--- config.mk ---
export PLATFORM = sky130hd
export DESIGN_NAME = vga_sprite_engine
export DESIGN_NICKNAME = d
export VERILOG_FILES = /design/src/rtl/vga_sprite_engine.sv
export SDC_FILE = /design/constraint.sdc
export NUM_CORES = 1
export LEC_CHECK = 0
export ABC_AREA = 1
export ABC_CLOCK_PERIOD_IN_PS = 2650
export CAP_MARGIN = 25
export CORE_MARGIN = 3
export CORE_UTILIZATION = 60
export DETAILED_ROUTE_END_ITERATION = 10
export GPL_TIMING_DRIVEN = 0
export HOLD_SLACK_MARGIN = 0.1
export PLACE_DENSITY = 0.84
export SETUP_SLACK_MARGIN = 0.15
export SLEW_MARGIN = 20
export SYNTH_ARGS = -nofsm -noshare
export SYNTH_HDL_FRONTEND = slang
export SYNTH_SLANG_ARGS = --single-unit
--- constraint.sdc ---
create_clock -name clk -period 2.65 [get_ports clk]
set_input_delay 0.3975 -clock clk [delete_from_list [all_inputs] [get_ports clk]]
set_output_delay 0.3975 -clock clk [all_outputs]
set_load 0.01 [all_outputs]
--- src/rtl/vga_sprite_engine.sv ---
// VGA timing generator with one bouncing, animated, scaled sprite over a solid background.
// Optional macro SPRITE_MIRROR_EN flips the sprite horizontally while it travels left.
module vga_sprite_engine #(
    parameter int          H_PIXELS      = 640,
    parameter int          H_FRONT_PORCH = 16,
    parameter int          H_SYNC_PULSE  = 96,
    parameter int          H_BACK_PORCH  = 48,
    parameter int          V_PIXELS      = 480,
    parameter int          V_FRONT_PORCH = 10,
    parameter int          V_SYNC_PULSE  = 2,
    parameter int          V_BACK_PORCH  = 33,
    parameter int          SPRITE_W      = 34,
    parameter int          SPRITE_H      = 22,
    parameter int          SCALE_BITS    = 3,
    parameter int          FRAME_BITS    = 1,
    parameter int          FRAME_HOLD    = 16,
    parameter int          PIX_BITS      = 4,
    parameter int          INIT_X        = 128,
    parameter int          INIT_Y        = 128,
    parameter int          VEL_X         = 2,
    parameter int          VEL_Y         = 1,
    parameter logic [5:0]  BG_COLOR      = 6'b000111
) (
    input  logic                                                      clk,
    input  logic                                                      rst_n,
    output logic [FRAME_BITS+$clog2(SPRITE_H)+$clog2(SPRITE_W)-1:0]   rom_addr,
    input  logic [PIX_BITS-1:0]                                       rom_data,
    input  logic                                                      pal_we,
    input  logic [PIX_BITS-1:0]                                       pal_addr,
    input  logic [5:0]                                                pal_data,
    output logic                                                      frame_start,
    output logic [7:0]                                                vga_pmod
);
    localparam int H_TOTAL   = H_PIXELS + H_FRONT_PORCH + H_SYNC_PULSE + H_BACK_PORCH;
    localparam int V_TOTAL   = V_PIXELS + V_FRONT_PORCH + V_SYNC_PULSE + V_BACK_PORCH;
    localparam int XW        = $clog2(H_TOTAL);
    localparam int YW        = $clog2(V_TOTAL);
    localparam int CW        = $clog2(SPRITE_W);
    localparam int RW        = $clog2(SPRITE_H);
    localparam int HW        = (FRAME_HOLD > 1) ? $clog2(FRAME_HOLD) : 1;
    localparam int SPR_W_SCR = SPRITE_W << SCALE_BITS;
    localparam int SPR_H_SCR = SPRITE_H << SCALE_BITS;
    localparam int X_LIM     = H_PIXELS - SPR_W_SCR;
    localparam int Y_LIM     = V_PIXELS - SPR_H_SCR;
    localparam int HS_START  = H_PIXELS + H_FRONT_PORCH;
    localparam int VS_START  = V_PIXELS + V_FRONT_PORCH;

    logic [XW-1:0]         x, pos_x, dx;
    logic [YW-1:0]         y, pos_y, dy;
    logic                  dir_x_neg, dir_y_neg;
    logic [FRAME_BITS-1:0] anim_frame;
    logic [HW-1:0]         hold_cnt;
    logic [5:0]            palette [2**PIX_BITS];
    logic [XW:0]           x_up;
    logic [YW:0]           y_up;
    logic                  hit, visible, hs, vs, motion_tick;
    logic [CW-1:0]         col, col_raw;
    logic [RW-1:0]         row;
    logic                  s1_vis, s1_hit, s1_hs, s1_vs;
    logic                  s2_vis, s2_hit, s2_hs, s2_vs;
    logic [5:0]            color;

    // S0: raster counters; frame_start is registered so it lines up with (0,0)
    always_ff @(posedge clk or negedge rst_n) begin
        if (!rst_n) begin
            x           <= '0;
            y           <= '0;
            frame_start <= 1'b0;
        end else begin
            frame_start <= (x == XW'(H_TOTAL-1)) && (y == YW'(V_TOTAL-1));
            if (x == XW'(H_TOTAL-1)) begin
                x <= '0;
                y <= (y == YW'(V_TOTAL-1)) ? '0 : y + 1'b1;
            end else begin
                x <= x + 1'b1;
            end
        end
    end

    assign motion_tick = (x == '0) && (y == YW'(V_PIXELS));
    assign x_up        = {1'b0, pos_x} + (XW+1)'(VEL_X);
    assign y_up        = {1'b0, pos_y} + (YW+1)'(VEL_Y);

    // Motion and animation advance on the first blanking line, never during active video
    always_ff @(posedge clk or negedge rst_n) begin
        if (!rst_n) begin
            pos_x      <= XW'(INIT_X);
            pos_y      <= YW'(INIT_Y);
            dir_x_neg  <= 1'b0;
            dir_y_neg  <= 1'b0;
            anim_frame <= '0;
            hold_cnt   <= '0;
        end else if (motion_tick) begin
            if (!dir_x_neg) begin
                if (x_up > (XW+1)'(X_LIM)) begin
                    pos_x     <= XW'(X_LIM);
                    dir_x_neg <= 1'b1;
                end else begin
                    pos_x <= x_up[XW-1:0];
                end
            end else if (pos_x < XW'(VEL_X)) begin
                pos_x     <= '0;
                dir_x_neg <= 1'b0;
            end else begin
                pos_x <= pos_x - XW'(VEL_X);
            end
            if (!dir_y_neg) begin
                if (y_up > (YW+1)'(Y_LIM)) begin
                    pos_y     <= YW'(Y_LIM);
                    dir_y_neg <= 1'b1;
                end else begin
                    pos_y <= y_up[YW-1:0];
                end
            end else if (pos_y < YW'(VEL_Y)) begin
                pos_y     <= '0;
                dir_y_neg <= 1'b0;
            end else begin
                pos_y <= pos_y - YW'(VEL_Y);
            end
            if (hold_cnt == HW'(FRAME_HOLD-1)) begin
                hold_cnt   <= '0;
                anim_frame <= anim_frame + 1'b1;
            end else begin
                hold_cnt <= hold_cnt + 1'b1;
            end
        end
    end

    assign dx      = x - pos_x;
    assign dy      = y - pos_y;
    assign hit     = (x >= pos_x) && (dx < XW'(SPR_W_SCR)) && (y >= pos_y) && (dy < YW'(SPR_H_SCR));
    assign visible = (x < XW'(H_PIXELS)) && (y < YW'(V_PIXELS));
    assign hs      = !((x >= XW'(HS_START)) && (x < XW'(HS_START + H_SYNC_PULSE)));
    assign vs      = !((y >= YW'(VS_START)) && (y < YW'(VS_START + V_SYNC_PULSE)));
    assign col_raw = CW'(dx >> SCALE_BITS);
    assign row     = RW'(dy >> SCALE_BITS);
`ifdef SPRITE_MIRROR_EN
    assign col     = dir_x_neg ? CW'(SPRITE_W-1) - col_raw : col_raw;
`else
    assign col     = col_raw;
`endif

    // S2: rom_data arrives from the external ROM; index 0 is transparent
    always_comb begin
        color = 6'b0;
        if (s2_vis) begin
            color = BG_COLOR;
            if (s2_hit && (rom_data != '0)) begin
                color = palette[rom_data];
            end
        end
    end

    // S1 address/flags, S2 flag delay, S3 output register
    always_ff @(posedge clk or negedge rst_n) begin
        if (!rst_n) begin
            rom_addr <= '0;
            s1_vis   <= 1'b0;
            s1_hit   <= 1'b0;
            s1_hs    <= 1'b1;
            s1_vs    <= 1'b1;
            s2_vis   <= 1'b0;
            s2_hit   <= 1'b0;
            s2_hs    <= 1'b1;
            s2_vs    <= 1'b1;
            vga_pmod <= 8'b1000_1000;
        end else begin
            rom_addr <= hit ? {anim_frame, row, col} : '0;
            s1_vis   <= visible;
            s1_hit   <= hit;
            s1_hs    <= hs;
            s1_vs    <= vs;
            s2_vis   <= s1_vis;
            s2_hit   <= s1_hit;
            s2_hs    <= s1_hs;
            s2_vs    <= s1_vs;
            vga_pmod <= {s2_hs, color[0], color[2], color[4], s2_vs, color[1], color[3], color[5]};
        end
    end

    always_ff @(posedge clk or negedge rst_n) begin
        if (!rst_n) begin
            for (int i = 0; i < 2**PIX_BITS; i++) begin
                palette[i] <= 6'b0;
            end
        end else if (pal_we) begin
            palette[pal_addr] <= pal_data;
        end
    end
endmodule

Word-level counts from Yosys, hierarchy flattened. Index checks and enable logic that the tools add are counted.

Multiplexer cells: 24. Add/subtract/negate cells: 10. $lt $le $gt $ge: 17. Bitwise gates (word level): 2. Reduce and logical (&&, ||, !) cells: 15. Equal/unequal tests: 4.

Operators with widths (count): 96-bit bitwise mux (1); 10-bit 2-to-1 mux (8); 10-bit by 9-bit less-than comparator with 1-bit output (second input constant) (3); 6-bit 2-to-1 mux (5); 6-bit binary-select mux with 4-bit select (1); 6-bit demux with 4-bit select (1); 11-bit by 9-bit greater-than comparator with 1-bit output (second input constant) (2); 10-bit by 1-bit adder with 10-bit output (second input constant) (2); 10-bit equality test (second input constant) (2); 10-bit >= comparator (2); 10-bit less-than comparator (second input constant) (2); 10-bit subtractor (2); 12-bit 2-to-1 mux (1); 10-bit by 1-bit adder with 11-bit output (second input constant) (1); 10-bit by 2-bit adder with 11-bit output (second input constant) (1); 10-bit by 9-bit equality test with 1-bit output (second input constant) (1); 10-bit >= comparator (second input constant) (1); 10-bit by 9-bit >= comparator with 1-bit output (second input constant) (1); 5-bit >= comparator (second input constant) (2); 1-bit logical AND (10); 10-bit zero test (1); 10-bit by 1-bit less-than comparator with 1-bit output (second input constant) (1); 10-bit by 2-bit less-than comparator with 1-bit output (second input constant) (1); 10-bit by 8-bit less-than comparator with 1-bit output (second input constant) (1); other kinds (12) (19).

Logic and storage cells: 107. Input port bits: 17. Output and inout port bits: 21. Flip-flop bits (word level): 172.

Logic depth before layout (Yosys ltp). Gate-level depths: netlist (run 1).

Depth in word-level cells: 6. Mapped depth: 16. Gate-level depth less buffers: 14.

Worst setup path before layout (run 1). No wires, ideal clock.

Path kind: flip-flop to flip-flop. Start: reg pos_y[7]. End: reg rom_addr[10]. Library setup time: 0.080 ns. Path buffers: 1. Arrival: 1.909 ns. Data required time: 2.570 ns. Clock period less this slack: 1.990 ns. Slack: 0.660 ns. Stages on the path, launching flop included: 12. Cell sequence: dfstp_2 -> inv_1 -> ha_1 -> nand2_1 -> nor2_1 -> nand3_1 -> nand3_1 -> nand2_1 -> a21oi_1 -> nand2_1 -> buf_6 -> nor3_2.

Cells in the longest elaborated chain, start to end: 4. Elaborated cells between the ends (all ways): 6. Those cells by class: add/sub: 1; order compare: 2; mux: 1; reduce/logical: 2.

Ends and longest elaborated chain: start: declaration (RTL line 49) `logic [YW-1:0] y, pos_y, dy;`; start signal: assignment (RTL line 88) `pos_y <= YW'(INIT_Y);`; start signal: assignment (RTL line 109) `pos_y <= YW'(Y_LIM);`; start signal: assignment (RTL line 112) `pos_y <= y_up[YW-1:0];`; 10-bit subtractor / 10-bit >= comparator (equally long branches) (RTL line 130, 131); 10-bit by 8-bit less-than comparator with 1-bit output / 1-bit logical AND (equally long branches) (RTL line 131) `assign hit = (x >= pos_x) && (dx < XW'(SPR_W_SCR)) && (y >= pos_y) && (dy < YW'(SPR_H_SCR));`; 1-bit logical AND (RTL line 131); 12-bit 2-to-1 mux * (RTL line 168) `rom_addr <= hit ? {anim_frame, row, col} : '0;`; end signal: assignment (RTL line 168); end: declaration (RTL line 26) `output logic [FRAME_BITS+$clog2(SPRITE_H)+$clog2(SPRITE_W)-1:0] rom_addr,`.

Mark *: on every way between the ends. The rest lies on a longest branch, timed or not. A chain may end at the register's enable or synchronous reset.

Worst setup path in the final report (run 1).
Start: reg pos_x[7]. End: reg rom_addr[4].

Cells in the longest elaborated chain, start to end: 6. Elaborated cells between the ends (all ways): 7. Those cells by class: add/sub: 1; order compare: 2; mux: 1; reduce/logical: 3.

Ends and longest elaborated chain: start: declaration (RTL line 48) `logic [XW-1:0] x, pos_x, dx;`; start signal: assignment (RTL line 87) `pos_x <= XW'(INIT_X);`; start signal: assignment (RTL line 96) `pos_x <= XW'(X_LIM);`; start signal: assignment (RTL line 99) `pos_x <= x_up[XW-1:0];`; 10-bit subtractor (RTL line 129) `assign dx = x - pos_x;`; 10-bit by 9-bit less-than comparator with 1-bit output (RTL line 131); 1-bit logical AND (3 in a row) (RTL line 131); 12-bit 2-to-1 mux * (RTL line 168).

Marks and branches as above.

==> results of run 1 <==
timing repair:
action	CTS	global route
hold buffers	1	0
gates resized for setup	0	10
setup endpoints to repair	0	12
buffers inserted	0	2
hold endpoints to repair	35	0
flip-flops by register name (all words and copies together), names as in the netlist, 4 cells and up:
name      count
pos_y        10
y            10
rom_addr     12
x            10
vga_pmod      8
hold_cnt      4
pos_x         9
palette      94
logic make-up (layout without fill, tap and decap cells):
logic type	count (synthesis)	in the layout	share of synthesized area, %
compound gates	253	253	14.8
xor+xnor	24	24	2.22
fa+ha+maj	28	28	3.70
buf+inv	226	297	9.35
flops	169	169	44.7
simple gates	541	541	25.2
through the flow:
stage	instances	hold slack (ns)	cell area (sq um)	power (mW)
after floorplan	1241	0.102	9480	3.48
after global placement	1486	0.331	10100	3.73
after detailed placement	1488	0.284	10100	3.77
after CTS	1521	0.352	10800	6.33
after global routing	1523	0.349	10800	6.58
final	1523	0.355	10800	6.34
power by group:
group	internal (mW)	switching [mW]	leakage, nW
Clock	1.46	1.12	0.295
Combinational	0.258	0.443	2.97
Sequential	2.91	0.149	2.11
cell type report:
cell class	instances	area, sq um	share of cell area, %
multi-input combinational	846	4370	40.5
timing repair buffer	39	425	3.94
inverter	182	684	6.34
clock inverter	13	151	1.40
tap	211	264	2.45
clock buffer	19	453	4.20
sequential	169	4240	39.3
buffer	44	208	1.92
cell usage after synthesis (2+ instances only):
cell type,instances
xor2_1,22
a22oi_1,8
nand2_1,274
ha_1,28
nand4_1,21
nand2_2,4
a21oi_2,3
buf_6,2
o2111ai_1,8
o221ai_1,2
a211oi_1,2
nand2_4,5
buf_2,14
o211ai_1,10
nand3b_1,3
nor2_1,122
nand3_1,71
dfrtp_1,161
o21ai_1,6
clkbuf_1,27
nand3_2,3
inv_1,167
o21a_1,3
o21ai_0,128
xnor2_1,2
nor2_2,3
nor3_2,10
dfstp_2,8
inv_2,13
o22ai_1,4
a31oi_1,6
a21oi_1,69
nor3_1,19
worst paths after layout:
path,startpoint,to,slack (ns)
setup / recovery,pos_x[7],rom_addr[4],0.34
hold / removal,s2_hs,vga_pmod[7],0.36
setup reg to reg,pos_x[7],rom_addr[4],0.34
hold reg to reg,s2_hs,vga_pmod[7],0.36
max in group asynchronous,rst_n,pos_y[7],1.23
min in group asynchronous,rst_n,palette[72],0.40
per-layer routing:
metal  vias to the layer above  share of wire (%)  global-route usage, %
met5                         -                  0                      0
met4                         0                5.6                   17.1
met3                       117                7.3                   5.05
met2                       444                 48                   48.1
met1                      4053                 39                   36.5
li1                       4152                  -                      -
critical path, cell delays in order (launching register included):
cell and delay, ns:
dfstp_2 0.60, inv_2 0.10, ha_1 0.34, nand2_1 0.10
inv_1 0.04, nand2_1 0.05, o21ai_0 0.09, nor2_1 0.09
nand2_1 0.10, xnor2_2 0.19, nand3_2 0.17, buf_6 0.20
nor3_2 0.15
==> flow_summary.json, run 1 <==
{
  "ys_types": 46,
  "vias": 8766,
  "rows": 45,
  "cap_violations": 0,
  "outcome": "completed",
  "clk_latency_ns": 0.44,
  "numCtsBuffers": 17,
  "async_reset_ff_share_pct": 100,
  "first_global_vias": 8538,
  "avgSynthCellArea_sq_um": 7.64,
  "yosysTopAreaCellShare_pct": 42.5,
  "finClkSkew_ns": 0.00992,
  "synth-edff-count": 0,
  "synthTopCellsByArea": "dfrtp_1 (43%), nand2_1 (11%), o21ai_0 (6.8%)",
  "io_buffers": 34,
  "areaGrowthSynthToFinish_pct": 13.9,
  "setup_viol": 0,
  "r2r_cells": 12,
  "antenna_found_initial": 0,
  "routedWlPerCell_um": 16.3,
  "clock-sinks": 169,
  "fin_nets": 1344,
  "leakage_nw": 5.37,
  "tightest_slew_ns": 0.691,
  "ys_seq_elements": 169,
  "drive_above_1_share_pct": 8.92,
  "worst_slack_ns": 0.340,
  "cts.htree.levels": 4,
  "final_max_slew_viol_count": 0,
  "root_buffer": "clkbuf_16",
  "period_share_pct": 87.2,
  "final_cell_mix": "nand2_1 (273), inv_1 (165), dfrtp_1 (159), o21ai_0 (128), nor2_1 (120)",
  "dp_hpwl_mm": 17.6,
  "antenna_left": 0,
  "place_ws_ns": 0.252,
  "crit_arrival_ns": 2.67,
  "grt_overflow": 0,
  "fp.coreArea_sq_um": 15300,
  "synth_area_sq_um": 9480,
  "synth_area_leader_cell": "dfrtp_1",
  "grt.total_usage_pct": 29.3,
  "hold_viol": 0,
  "period_minus_slack_ns": 2.31,
  "ir_worst_vdd_mv": 0.538,
  "layout_commonest_cell": "nand2_1",
  "firstDrtPassIters": 6,
  "grt_pass1_wl_mm": 41.0,
  "rsz0062_at_grt": "false",
  "pwr_density_cell_nw_per_um2": 587,
  "die_y_um": 132,
  "cp-end-kind": "register",
  "ioPinCount": 38,
  "slew_headroom_pct": 53.9,
  "clockBufferDepth": 2,
  "synth-seq-area-share_pct": 44.7,
  "drt-initial-drc-count": 820,
  "max_freq_mhz": 433,
  "grt_max_degree": 76,
  "post-route-util_pct": 70.5,
  "finalWirelength_mm": 24.9,
  "fillers": 1176,
  "routabilityCongestion": 1.00,
  "start_util_pct": 61.9,
  "syn_nets": 1286,
  "path_class": "reg -> reg",
  "required_ns": 3.01,
  "setup-tns-final_ns": 0,
  "via_per_inst": 5.76,
  "hp-class": "reg -> reg",
  "ys_warn_count": 0,
  "holdPathStages": 0,
  "chipWidth_um": 132,
  "drc": 0,
  "dieArea_sq_um": 17300,
  "synth-main-ff-cell": "dfrtp_1",
  "postSynthCellCount": 1241,
  "n_antenna_cell": 0,
  "crit_fanout": 10,
  "critical_path.startpoint_type": "register",
  "clk_pin_slew_ns": 0.07,
  "cts_tree": "built"
}
Note: power is estimated with default switching activity, not from simulation.
==> run 2: changes to the inputs <==
--- a/config.mk
+++ b/config.mk
@@ -9,11 +9,11 @@
 export ABC_CLOCK_PERIOD_IN_PS = 2650
 export CAP_MARGIN = 25
 export CORE_MARGIN = 3
-export CORE_UTILIZATION = 60
+export CORE_UTILIZATION = 45
 export DETAILED_ROUTE_END_ITERATION = 10
 export GPL_TIMING_DRIVEN = 0
 export HOLD_SLACK_MARGIN = 0.1
-export PLACE_DENSITY = 0.84
+export PLACE_DENSITY = 0.67
 export SETUP_SLACK_MARGIN = 0.15
 export SLEW_MARGIN = 20
 export SYNTH_ARGS = -nofsm -noshare
==> flow_summary.json, run 2 (synthesized netlist as in run 1, its figures left out) <==
{
  "cts.htree.levels": 4,
  "crit_fanout": 10,
  "period_minus_slack_ns": 2.31,
  "worstReg2RegStart": "pos_y[7]",
  "seq_area_sq_um": 4240,
  "pwr_density_cell_nw_per_um2": 573,
  "rrSetupSlack_ns": 0.34,
  "final_cell_mix": "nand2_1 (273), inv_1 (165), dfrtp_1 (159), o21ai_0 (128), nor2_1 (121)",
  "drc": 0,
  "setup-tns-final_ns": 0,
  "antenna_found_initial": 0,
  "clockBufferDepth": 2,
  "tightest_slew_ns": 0.703,
  "rsz0062_at_grt": "false",
  "grt_max_degree": 90,
  "fp.coreArea_sq_um": 20400,
  "path_class": "reg -> reg",
  "outcome": "completed",
  "final_area_sq_um": 10900,
  "hold_viol": 0,
  "largest-register": "palette",
  "layout_commonest_cell": "nand2_1",
  "largest_registers": "palette x94, rom_addr x12",
  "whs_endpoint": "s2_hit",
  "placed_cell_area_sq_um": 10200,
  "hp-start": "s1_hit",
  "fillers": 1967,
  "antenna_left": 0,
  "period_share_pct": 87.1,
  "rows": 52,
  "grt_pass1_wl_mm": 41.1,
  "switching_share_pct": 26.5,
  "start_util_pct": 46.4,
  "vias": 8259,
  "clock-sinks": 169,
  "first_global_vias": 8107,
  "crit_arrival_ns": 2.65,
  "finalWirelength_mm": 24.6,
  "holdPathStages": 0,
  "required_ns": 2.99,
  "power.share.clock_pct": 40.1,
  "n_antenna_cell": 0,
  "ioPinCount": 38,
  "clk_pin_slew_ns": 0.07,
  "largest_reg_flops": 94,
  "areaGrowthSynthToFinish_pct": 14.7,
  "io_buffers": 34,
  "root_buffer": "clkbuf_16",
  "max_freq_mhz": 433,
  "hp-class": "reg -> reg",
  "cp-end-kind": "register",
  "routedWlPerCell_um": 15.6,
  "multi_input_area_sq_um": 4420,
  "worst_slack_ns": 0.342,
  "internal_power_mw": 4.58,
  "grt_overflow": 0,
  "dieArea_sq_um": 22800,
  "dp_hpwl_mm": 18.2,
  "drt-initial-drc-count": 656,
  "seq_power_share_pct": 48.9,
  "cap_violations": 0,
  "drive_above_1_share_pct": 9.08,
  "place_ws_ns": 0.151,
  "numCtsBuffers": 17,
  "routabilityCongestion": 0.925,
  "fin_nets": 1342,
  "leakage_nw": 5.34,
  "slew_headroom_pct": 53.1,
  "critical_path.startpoint_type": "register",
  "chipWidth_um": 151,
  "dp_cells": 1546,
  "fin_cells": 1580,
  "reg2reg_to": "rom_addr[4]",
  "grt.total_usage_pct": 22.8,
  "die_y_um": 151,
  "p_sw_mw": 1.65,
  "final_max_slew_viol_count": 0,
  "firstDrtPassIters": 5,
  "ir_worst_vdd_mv": 0.420,
  "finClkSkew_ns": 0.00781,
  "combPwrFrac_pct": 11.0,
  "via_per_inst": 5.23,
  "cts_tree": "built",
  "clk_latency_ns": 0.43,
  "r2r_cells": 11,
  "setup_viol": 0
}
-- run 2: worst max-delay path, stage by stage (launching register included) --
cell	delay, ns
dfstp_2	0.62
inv_2	0.10
ha_4	0.30
nand2_1	0.09
nor2_1	0.16
nand4_1	0.13
nor2_1	0.11
nor2_1	0.06
nor2_2	0.14
nand3_2	0.14
buf_4	0.23
nor3_2	0.14
-- run 2: final cells by class --
| cell class | count | area share [%] |
|---|---|---|
| plain buffers | 44 | 1.90 |
| clock inverters | 10 | 0.978 |
| well taps | 270 | 3.11 |
| inverters | 182 | 6.30 |
| repair buffers | 37 | 3.59 |
| clock buffers | 22 | 4.45 |
| flip-flops and latches | 169 | 39.0 |
| multi-input cells | 846 | 40.6 |
-- run 2: power groups by stage --
stage,logic [mW],clock network [mW],registers [mW]
after global placement,0.654,0,3.09
after detailed placement,0.678,0,3.09
after CTS,0.686,2.54,3.04
final,0.683,2.50,3.04
after global routing,0.797,2.66,3.08
after floorplan,0.421,0,3.06
-- run 2: how the worst max path moves through the flow --
stage | startpoint | endpoint | slack, ns
2_1_floorplan | pos_y[7] | rom_addr[10] | 0.66
3_3_place_gp | rst_n | x[1] | -5.86
3_5_place_dp | pos_y[7] | rom_addr[4] | 0.15
4_1_cts | pos_y[7] | rom_addr[7] | 0.18
5_1_grt | pos_y[3] | rom_addr[2] | 0.15
6_report | pos_y[7] | rom_addr[4] | 0.34
-- run 2: per-stage QoR --
step           power (mW)  util [%]  hold WS, ns
2_1_floorplan        3.48         -        0.102
3_3_place_gp         3.74      49.7        0.331
3_5_place_dp         3.77      49.9        0.343
4_1_cts              6.27      52.8        0.354
5_1_grt              6.53      53.2        0.351
6_report             6.23      53.2        0.348
-- run 2: metal layers --
layer | wire, um | up-vias | GRT usage (%)
li1 | - | 4145 | -
met1 | 10900 | 3827 | 29.8
met2 | 11800 | 235 | 38.4
met3 | 1210 | 52 | 3.83
met4 | 680 | 0 | 8.16
met5 | 0 | - | 0
-- run 2: what timing repair did --
item,4_1_cts,5_1_grt
hold buffers,1,0
resized for setup,2,14
buffers inserted,0,1
endpoints found under the setup margin,6,13
pin swaps,0,1
endpoints found under the hold margin,74,0
==> run 3: changes to the inputs <==
--- a/config.mk
+++ b/config.mk
@@ -11,11 +11,9 @@
 export CORE_MARGIN = 3
 export CORE_UTILIZATION = 45
 export DETAILED_ROUTE_END_ITERATION = 10
-export GPL_TIMING_DRIVEN = 0
 export HOLD_SLACK_MARGIN = 0.1
 export PLACE_DENSITY = 0.67
 export SETUP_SLACK_MARGIN = 0.15
-export SLEW_MARGIN = 20
 export SYNTH_ARGS = -nofsm -noshare
 export SYNTH_HDL_FRONTEND = slang
 export SYNTH_SLANG_ARGS = --single-unit
==> flow_summary.json, run 3 (synthesized netlist as in run 1, its figures left out) <==
{
  "max_freq_mhz": 439,
  "final_max_slew_viol_count": 0,
  "leakage_nw": 5.41,
  "clock-sinks": 169,
  "r2r_cells": 12,
  "n_antenna_cell": 0,
  "cap_violations": 0,
  "io_buffers": 37,
  "dieArea_sq_um": 22800,
  "clk_pin_slew_ns": 0.07,
  "setup-tns-final_ns": 0,
  "drt-initial-drc-count": 551,
  "path_class": "reg -> reg",
  "areaGrowthSynthToFinish_pct": 14.9,
  "largest-register": "palette",
  "largest_reg_flops": 94,
  "final_cell_mix": "nand2_1 (273), inv_1 (167), dfrtp_1 (158), o21ai_0 (128), nor2_1 (120)",
  "crit_fanout": 8,
  "drive_above_1_share_pct": 9.84,
  "hp-start": "s1_vis",
  "via_per_inst": 5.20,
  "grt.total_usage_pct": 22.5,
  "ioPinCount": 38,
  "setup_viol": 0,
  "die_y_um": 151,
  "cts.htree.levels": 4,
  "finalPower_mw": 6.31,
  "cts_tree": "built",
  "clk_latency_ns": 0.44,
  "first_global_vias": 7997,
  "routabilityCongestion": 0.914,
  "pwr_density_cell_nw_per_um2": 580,
  "start_util_pct": 46.4,
  "vias": 8164,
  "required_ns": 3.01,
  "rrSetupSlack_ns": 0.37,
  "rows": 52,
  "crit_arrival_ns": 2.64,
  "ir_worst_vdd_mv": 0.446,
  "tightest_slew_ns": 0.726,
  "chipWidth_um": 151,
  "antenna_found_initial": 0,
  "largest_registers": "palette x94, rom_addr x12",
  "firstDrtPassIters": 6,
  "fin_nets": 1333,
  "root_buffer": "clkbuf_16",
  "dp_hpwl_mm": 17.9,
  "hp-class": "reg -> reg",
  "layout_commonest_cell": "nand2_1",
  "finalWirelength_mm": 24.5,
  "hold_viol": 0,
  "period_minus_slack_ns": 2.28,
  "rsz0062_at_grt": "false",
  "critical_path.startpoint_type": "register",
  "grt_max_degree": 76,
  "whs_endpoint": "s2_vis",
  "outcome": "completed",
  "clockBufferDepth": 2,
  "routedWlPerCell_um": 15.6,
  "drc": 0,
  "period_share_pct": 85.9,
  "numCtsBuffers": 17,
  "reg2reg_to": "rom_addr[7]",
  "fp.coreArea_sq_um": 20400,
  "worstReg2RegStart": "pos_x[4]",
  "slew_headroom_pct": 51.6,
  "antenna_left": 0,
  "grt_overflow": 0,
  "cp-end-kind": "register",
  "grt_pass1_wl_mm": 40.3,
  "holdPathStages": 0,
  "finClkSkew_ns": 0.0122
}
-- run 3: cell count changes in the layout (fill, tap and decap cells not counted), sizes merged --
cell	delta
buf	+17
bufinv	+1
clkbuf	-34
clkdlybuf4s50	+3
clkinv	+2
clkinvlp	-3
inv	+5
-- run 3: metrics by stage --
stage               setup slack, ns  cells  hold slack (ns)  util [%]  cell area, sq um
finish                        0.373   1571            0.353      53.3             10900
global placement              0.260   1535            0.334      50.1             10200
floorplan                     0.660   1241            0.102         -              9480
detailed placement            0.179   1535            0.340      50.1             10200
CTS                           0.161   1568            0.355      53.1             10900
global route                  0.172   1571            0.365      53.3             10900
-- run 3: final cells by class --
cell class / instances / area [sq um]
fillers: 2002 / 9540
inverters: 182 / 684
multi-input cells: 846 / 4370
flip-flops and latches: 169 / 4240
well taps: 270 / 338
repair buffers: 72 / 649
clock buffers: 17 / 425
clock inverters: 15 / 183
-- run 3: worst max-delay path, cell delays in order, from the launching register on --
cell and delay [ns]:
dfrtp_1 0.46, inv_1 0.11, ha_1 0.35, nand2_1 0.11, nand2_1 0.08, inv_1 0.07, nand3_1 0.10, nand2_1 0.07
nand2_1 0.08, xnor2_1 0.27, nand3_4 0.19, buf_4 0.21, nor3_2 0.11
-- run 3: where the power goes --
part           internal (mW)  switching [mW]
registers               2.91           0.137
logic                  0.263           0.412
clock network           1.43            1.16
total                   4.60            1.71
-- run 3: how the worst max path moves through the flow --
stage,depth (start not counted),start,end
finish,12,pos_x[4],rom_addr[7]
detailed placement,12,pos_x[6],rom_addr[7]
global placement,12,pos_y[5],rom_addr[7]
global route,13,pos_x[1],rom_addr[11]
floorplan,11,pos_y[7],rom_addr[10]
CTS,11,pos_y[7],rom_addr[7]
-- run 3: routing by layer --
layer / vias up / track usage (%) / part of all wire, %
met5: - / 0 / 0
li1: 4129 / - / -
met3: 30 / 4.19 / 4.3
met2: 186 / 38.0 / 49
met1: 3819 / 29.5 / 45
met4: 0 / 6.94 / 1.7
-- run 3: what timing repair did --
item	CTS	global route
gates cloned	0	0
setup endpoints to repair	1	8
hold endpoints to repair	69	0
setup buffers	0	3
hold buffers	1	0
pin swaps	0	2
gates resized for setup	1	6
